File: src/rtl/pipe_ctrl_pkg.sv
// Shared constants and types for the pipeline controller: stall vectors,
// exception codes and the controller state encoding.
package pipe_ctrl_pkg;

  localparam logic STOP    = 1'b1;
  localparam logic NO_STOP = 1'b0;

  localparam logic [5:0] STALL_NONE = 6'b000000;
  localparam logic [5:0] STALL_ID   = 6'b000111;
  localparam logic [5:0] STALL_EX   = 6'b001111;
  localparam logic [5:0] STALL_MEM  = 6'b011111;

  localparam logic [31:0] EXC_ERET  = 32'h0000_000e;
  localparam logic [31:0] ZERO_WORD = 32'h0000_0000;

  typedef enum logic {
    RUN   = 1'b0,
    BLANK = 1'b1
  } state_e;

endpackage

File: src/rtl/pipe_ctrl_perf_cnt.sv
// Free-running event counter with synchronous clear; wraps modulo 2^CNT_W.
module perf_cnt #(
  parameter int CNT_W = 32
) (
  input  logic             clk,
  input  logic             clr,
  input  logic             en,
  output logic [CNT_W-1:0] count
);

  always_ff @(posedge clk) begin
    if (clr)     count <= '0;
    else if (en) count <= count + CNT_W'(1);
  end

endmodule

File: src/rtl/pipe_ctrl.sv
// Pipeline controller: merges stall requests, turns MEM exceptions into a
// flush plus redirect, blanks the pipe after a flush, counts stalls/flushes.
module pipe_ctrl
  import pipe_ctrl_pkg::*;
#(
  parameter logic [31:0] EXC_VECTOR   = 32'h0000_0020,
  parameter int          BLANK_CYCLES = 2,
  parameter int          STALL_LIMIT  = 1024,
  parameter int          CNT_W        = 32
) (
  input  logic             clk,
  input  logic             rst,
  input  logic             stallreq_from_id,
  input  logic             stallreq_from_ex,
  input  logic             stallreq_from_mem,
  input  logic [31:0]      excepttype_i,
  input  logic [31:0]      cp0_epc_i,
  output logic [5:0]       stall,
  output logic             flush,
  output logic [31:0]      new_pc,
  output logic             stall_timeout,
  output logic [CNT_W-1:0] stall_count,
  output logic [CNT_W-1:0] flush_count
);

  localparam int              CW    = $clog2(STALL_LIMIT + 1);
  localparam logic [CW-1:0]   LIMIT = CW'(STALL_LIMIT);

  state_e        state;
  logic [3:0]    blank_cnt;
  logic [CW-1:0] consec;
  logic          stalled;

  // Zero-latency decode: outputs are held at their reset values while rst is high
  always_comb begin
    stall  = STALL_NONE;
    flush  = 1'b0;
    new_pc = ZERO_WORD;
    if (!rst && state == RUN) begin
      if (excepttype_i != ZERO_WORD) begin
        flush  = 1'b1;
        new_pc = (excepttype_i == EXC_ERET) ? cp0_epc_i : EXC_VECTOR;
      end else if (stallreq_from_mem) begin
        stall = STALL_MEM;
      end else if (stallreq_from_ex) begin
        stall = STALL_EX;
      end else if (stallreq_from_id) begin
        stall = STALL_ID;
      end
    end
  end

  assign stalled = (stall != STALL_NONE);

  always_ff @(posedge clk) begin
    if (rst) begin
      state     <= RUN;
      blank_cnt <= '0;
    end else begin
      case (state)
        RUN: begin
          if (flush) begin
            state     <= BLANK;
            blank_cnt <= 4'(BLANK_CYCLES - 1);
          end
        end
        BLANK: begin
          if (blank_cnt == 4'd0) state <= RUN;
          else                   blank_cnt <= blank_cnt - 4'd1;
        end
        default: state <= RUN;
      endcase
    end
  end

  // Watchdog: consecutive stalled cycles, saturating; flag is sticky until rst
  always_ff @(posedge clk) begin
    if (rst) begin
      consec        <= '0;
      stall_timeout <= 1'b0;
    end else if (!stalled || flush) begin
      consec <= '0;
    end else if (consec != LIMIT) begin
      consec <= consec + CW'(1);
      if (consec + CW'(1) == LIMIT) stall_timeout <= 1'b1;
    end
  end

  perf_cnt #(.CNT_W(CNT_W)) u_stall_cnt (
    .clk   (clk),
    .clr   (rst),
    .en    (stalled),
    .count (stall_count)
  );

  perf_cnt #(.CNT_W(CNT_W)) u_flush_cnt (
    .clk   (clk),
    .clr   (rst),
    .en    (flush),
    .count (flush_count)
  );

endmodule

File: config.mk
export PLATFORM = sky130hd
export DESIGN_NAME = pipe_ctrl
export DESIGN_NICKNAME = d
export VERILOG_FILES = /design/src/rtl/pipe_ctrl_pkg.sv /design/src/rtl/pipe_ctrl_perf_cnt.sv /design/src/rtl/pipe_ctrl.sv
export SDC_FILE = /design/constraint.sdc
export NUM_CORES = 1
export LEC_CHECK = 0
export BUFFER_PORTS_ARGS = -buffer_cell sky130_fd_sc_hd__buf_2
export CAP_MARGIN = 0
export CORE_MARGIN = 2
export CORE_UTILIZATION = 46
export CTS_BUF_LIST = sky130_fd_sc_hd__clkbuf_8
export CTS_CLUSTER_SIZE = 40
export DETAILED_ROUTE_END_ITERATION = 7
export PLACE_DENSITY = 0.89
export SLEW_MARGIN = 20
export SYNTH_ARGS = -nofsm -noshare
export SYNTH_HDL_FRONTEND = slang
export SYNTH_HIERARCHICAL = 1
export SYNTH_SLANG_ARGS = --single-unit
File: constraint.sdc
create_clock -name clk -period 2.8 [get_ports clk]
set_input_delay 0 -clock clk [delete_from_list [all_inputs] [get_ports clk]]
set_output_delay 0 -clock clk [all_outputs]
set_load 0.01 [all_outputs]
# Word level (Yosys, flattened, before mapping)
# Index checks and enable logic that the tools add are counted.
totals:
  ff_bits: 81
  output_inout_bits: 104
  word_cells: 43
op_classes:
  addsub: 4
  eq_ne: 5
  mux: 16
  n_bitwise: 2
  reduce_logical: 10
op_table:
  columns: ["operator", "count"]
  rows:
  - ["$mux W32", 3]
  - ["$add A32 B1 Y32 const B", 2]
  - ["$eq A32 B4 Y1 const B", 1]
  - ["$reduce_bool A32 Y1", 1]
  - ["$mux W5", 3]
  - ["$mux W4", 3]
  - ["$add A11 B1 Y11 const B", 1]
  - ["$eq A11 B11 Y1 const B", 1]
  - ["$ne A11 B11 Y1 const B", 1]
  - ["$pmux W4 S2", 1]
  - ["$reduce_bool A6 Y1", 1]
  - ["$logic_not A4 Y1", 1]
  - ["$mux W1", 4]
  - ["$ne A2 B2 Y1 const B", 2]
  - ["$sub A4 B1 Y4 const B", 1]
  - ["$mux W3", 1]
  - ["$reduce_and A3 Y1", 1]
  - ["$logic_not A1 Y1", 2]
  - ["$not A1 Y1", 2]
  - ["$pmux W1 S2", 1]
  - ["$reduce_and A2 Y1", 1]
  - ["$reduce_or A2 Y1", 1]
  - ["$logic_and A1 B1 Y1", 1]
  - ["$logic_or A1 B1 Y1", 1]

# Depth between registers and ports, before layout
depth:
  ltp_word: 10
  ltp_mapped: 11

# Cells and area by module
# Netlist, hierarchy kept.
by_module_without_submodules:
  columns: ["mod", "n_inst", "cells_each", "area_per_inst_um2"]
  rows:
  - ["perf_cnt", 2, 181, 1564.0]
  - ["pipe_ctrl", 1, 167, 1261.2]

# Least setup slack after synthesis
# OpenSTA, ideal clock, no wires.
synth_path:
  path_kind: "flip-flop to flip-flop"
  from: "register state"
  to: "register u_stall_cnt.count[27]"
  setup_ns: 0.121
  t_arrival_ns: 2.696
  required_time_ns: 2.679
  path_slack_ns: -0.017
  path_stages_with_launch: 12
  n_path_buf: 3
  path_cell_list: "dfxtp_1 > or2_1 > or3_1 > or3_1 > buf_6 > inv_1 > buf_2 > and4_1 > buf_2 > nand4_1 > nor3b_1 > mux2_2"
synth_between:
  elab_chain_cells: 4
synth_rtl:
  columns: ["item", "line_no", "text"]
  rows:
  - ["start: declaration", "pipe_ctrl.sv:29", "state_e state;"]
  - ["start signal: assignment", "pipe_ctrl.sv:57", "state <= RUN;"]
  - ["start signal: assignment", "pipe_ctrl.sv:63", "state <= BLANK;"]
  - ["start signal: assignment", "pipe_ctrl.sv:68", "if (blank_cnt == 4'd0) state <= RUN;"]
  - ["$not A1 Y1", null, null]
  - ["$logic_and A1 B1 Y1", "pipe_ctrl.sv:39", "if (!rst && state == RUN) begin"]
  - ["$mux W5", "pipe_ctrl.sv:39", null]
  - ["$reduce_bool A6 Y1", "pipe_ctrl.sv:53", "assign stalled = (stall != STALL_NONE);"]
  - ["named net stalled", "pipe_ctrl.sv:32", "logic stalled;"]
  - ["end signal: assignment", "pipe_ctrl_perf_cnt.sv:13", "else if (en) count <= count + CNT_W'(1);"]
  - ["end: declaration", "pipe_ctrl_perf_cnt.sv:8", "output logic [CNT_W-1:0] count"]
# The timed path passes the listed nets, and every way through them passes these cells.
# A chain may end at the register's enable or synchronous reset.

# Worst setup path in the final report
layout_path:
  from: "register state"
  to: "register u_stall_cnt.count[30]"
# Same word-level chain as after synthesis.

==> flow_summary.ini <==
[timing]
fin_crit_sh = 0.966
fin_worst_skew_ns = 0.00661
post-route-min-period_ns = 2.70
hold_ws_ns = 0.287
final-max-slew-violation-count = 0
hold_violations = 0
worst_slew_pin_slew_ns = 0.901
setup_viol = 0
max_freq_ghz = 0.370
rsz0062_at_grt = true
layout_setup_ws_ns = 0.0957
maxSlewHeadroom = 0.400

[clocking]
clk_pin_slew_ns = 0.08
clockBufferDepth = 2
clk_latency_ns = 0.35
postCtsHoldBufs = 0
numCtsBuffers = 9
h-tree-depth = 3
tritoncts = done
cts_root_buf = clkbuf_8
cts_sinks = 81

[grt]
groute.usage.overall = 0.240
antenna_found_initial = 1
gr-total-overflow = 0
grt_start_max_net_pins = 94
grt_pass1_vias = 4139
grt_pass1_wl_um = 19900

[run]
drv_cap = 0

[synth]
syn_area_sq_mm = 0.00439
synth_top_area_cell = dfxtp_1
synth-compound-area-share = 0.0624
ys_top_cells_by_area = dfxtp_1 37%, nor2_1 6.0%, and2_1 4.8%
synthFlopType = dfxtp_1
ys.warnings.count = 6
synth_seq_cells = 81
synth_mux_area_frac = 0.0633
synthesis.nets = 604
synth_adder_area_share = 0.0171
async_flop_share = 0
yosys.area_share.simple = 0.361
synth_edf_count = 0
synthCells = 529
synth_cell_types = 47
synth_xor_area_frac = 0.0778
seq_area_frac_synth = 0.369
syn_area_per_cell_sq_um = 8.30
yosysTopAreaCellShare = 0.369
synth_top_family_by_area = simple AND/OR/NAND/NOR gates

[min_path]
min_to = new_pc[13]
min_from = cp0_epc_i[13]
min_path_cells = 3
hold_path_class = input pin to output port

[final_layout]
num_antenna_cells = 0
synthToLayoutAreaGrowth_pct = 26.8
final_util = 0.602
fin_area_sq_mm = 0.00556
finalNetCount = 766
drive_gt1_frac = 0.333

[floorplanning]
dieArea_sq_mm = 0.0103
die_width_um = 102
die_h_um = 102
start_util = 0.475
fp.coreArea_sq_mm = 0.00924
rows = 35
ios = 173

[critical_path]
worstSetupPathType = flop to flop
worstReg2RegStart = state
worstPathRequired_ns = 3.05
critPathLaunchType = flop
critical_path_arrival_ns = 2.95
path_max_fanout = 8
rr_worst_depth = 8
rrSetupSlack_ns = 0.1
end_kind = flop
r2r_end = u_stall_cnt/count[30]

[drt]
drt-initial-drc-count = 198
wl_um = 12300
dr.pass1.iters = 4
drt-vias-per-instance = 5.37
vias = 4427
ant_nets = 0
post-route-drc-count = 0
wire_per_inst_um = 14.9

[power]
p_switching_uw = 529
power_density_mw_per_mm2 = 410
power.total_mw = 2.28
p_sw_frac = 0.232
seq_power_share = 0.511
peakVddDrop_uv = 333
p_clk_frac = 0.429
p_comb_frac = 0.059
p_leak_nw = 2.50
p_int_mw = 1.75

[placed_design]
placed_area_sq_mm = 0.00533
port_buffers = 171
dp_hpwl_um = 9180
place_congestion = 0.843
pre_cts_slack_ns = 0.0443

[outcome]
outcome = complete, no violations
cell type report:
type / instances / area [sq um]
clock buffer: 10 / 138
tap: 129 / 161
timing repair buffer: 180 / 923
clock inverter: 6 / 91.3
sequential: 81 / 1620
fill: 802 / 3680
multi-input combinational: 402 / 2560
inverter: 17 / 63.8
layer usage:
metal	vias to the layer above	GRT usage	part of all wire
li1	2154	-	-
met1	2102	0.299	0.43
met2	147	0.396	0.48
met3	22	0.0794	0.076
met4	2	0.0644	0.017
met5	-	0	0.0011
sequential cells by signal (all words and copies together), names as in the netlist:
register / cells
state: 1
u_stall_cnt/count: 32
blank_cnt: 4
u_flush_cnt/count: 32
stall_timeout: 1
consec: 11
synthesized netlist by cell type, types with 2 or more instances:
cell and instances:
dfxtp_1 81, nor2_1 70, and2_1 34, nor3_1 28, nand2_1 25, nand3_1 23
nand4_1 23, xor2_1 23, nor2b_1 20, clkbuf_1 19, a21oi_1 18, mux2_2 18
inv_1 16, xnor2_1 16, nor4_1 14, o21ai_0 10, or3_1 10, and3_1 7
o31ai_1 7, or4_1 7, and4_1 6, ha_1 6, buf_2 4, mux2_1 4
buf_4 3, buf_6 3, mux2i_1 3, nand2b_1 3, or2_2 3, a31oi_1 2
and3_2 2, nand4_2 2, nor3b_1 2, nor4_4 2, o31a_1 2, or4_4 2
cell usage in the layout, fill, tap and decap left out, types with 13 or more instances in the layout:
master and instances:
nor2b_1 20, nand2_1 25, nor2_1 70, nor4_1 13
a21oi_1 18, xor2_1 23, inv_1 16, mux2_2 18
dfxtp_1 81, xnor2_1 16, and2_1 34, nand4_1 23
nor3_1 28, buf_2 171, nand3_1 23
worst max path at each step:
stage / start / endpoint / depth (start not counted)
6_report: state / u_stall_cnt/count[30] / 8
5_1_grt: state / u_stall_cnt/count[30] / 8
4_1_cts: state / u_stall_cnt/count[27] / 8
3_5_place_dp: state / u_stall_cnt/count[30] / 8
3_3_place_gp: state / u_stall_cnt/count[27] / 8
2_1_floorplan: state / u_stall_cnt/count[27] / 11
per-stage QoR:
stage / TNS [ns] / std cells
after CTS: 0 / 824
after global placement: 0 / 808
after global routing: -0.0707 / 825
after detailed placement: 0 / 808
final: 0 / 825
after floorplan: -0.0250 / 529
power by group through the flow:
stage	Clock [mW]	Combinational (mW)	Sequential [mW]
final	0.979	0.136	1.17
after global routing	1.05	0.151	1.17
after CTS	0.992	0.135	1.17
after detailed placement	0	0.135	1.19
after global placement	0	0.128	1.19
after floorplan	0	0.0582	1.19
critical path, stage by stage (launching register included):
cell and delay [ns]:
dfxtp_1 0.31, or2_1 0.25, or3_1 0.36, or3_1 0.37, inv_1 0.10, and4_4 0.25
nand4_1 0.26, nor3_1 0.32, mux2_2 0.37
logic make-up after synthesis:
| logic type | count (synthesis) |
|---|---|
| flip-flops | 81 |
| buffers and inverters | 46 |
| other | 1 |
| adder cells (fa/ha/maj) | 6 |
| multiplexers | 25 |
| AO/OA/AOI/OAI | 44 |
| XOR/XNOR | 39 |
| AND/OR/NAND/NOR | 287 |
timing repair:
action | 4_1_cts | 5_1_grt
buffers inserted | 0 | 1
resized for setup | 0 | 2
hold endpoints to repair | 0 | 0
setup endpoints to repair | 0 | 11
(Power assumes the default switching activity.)
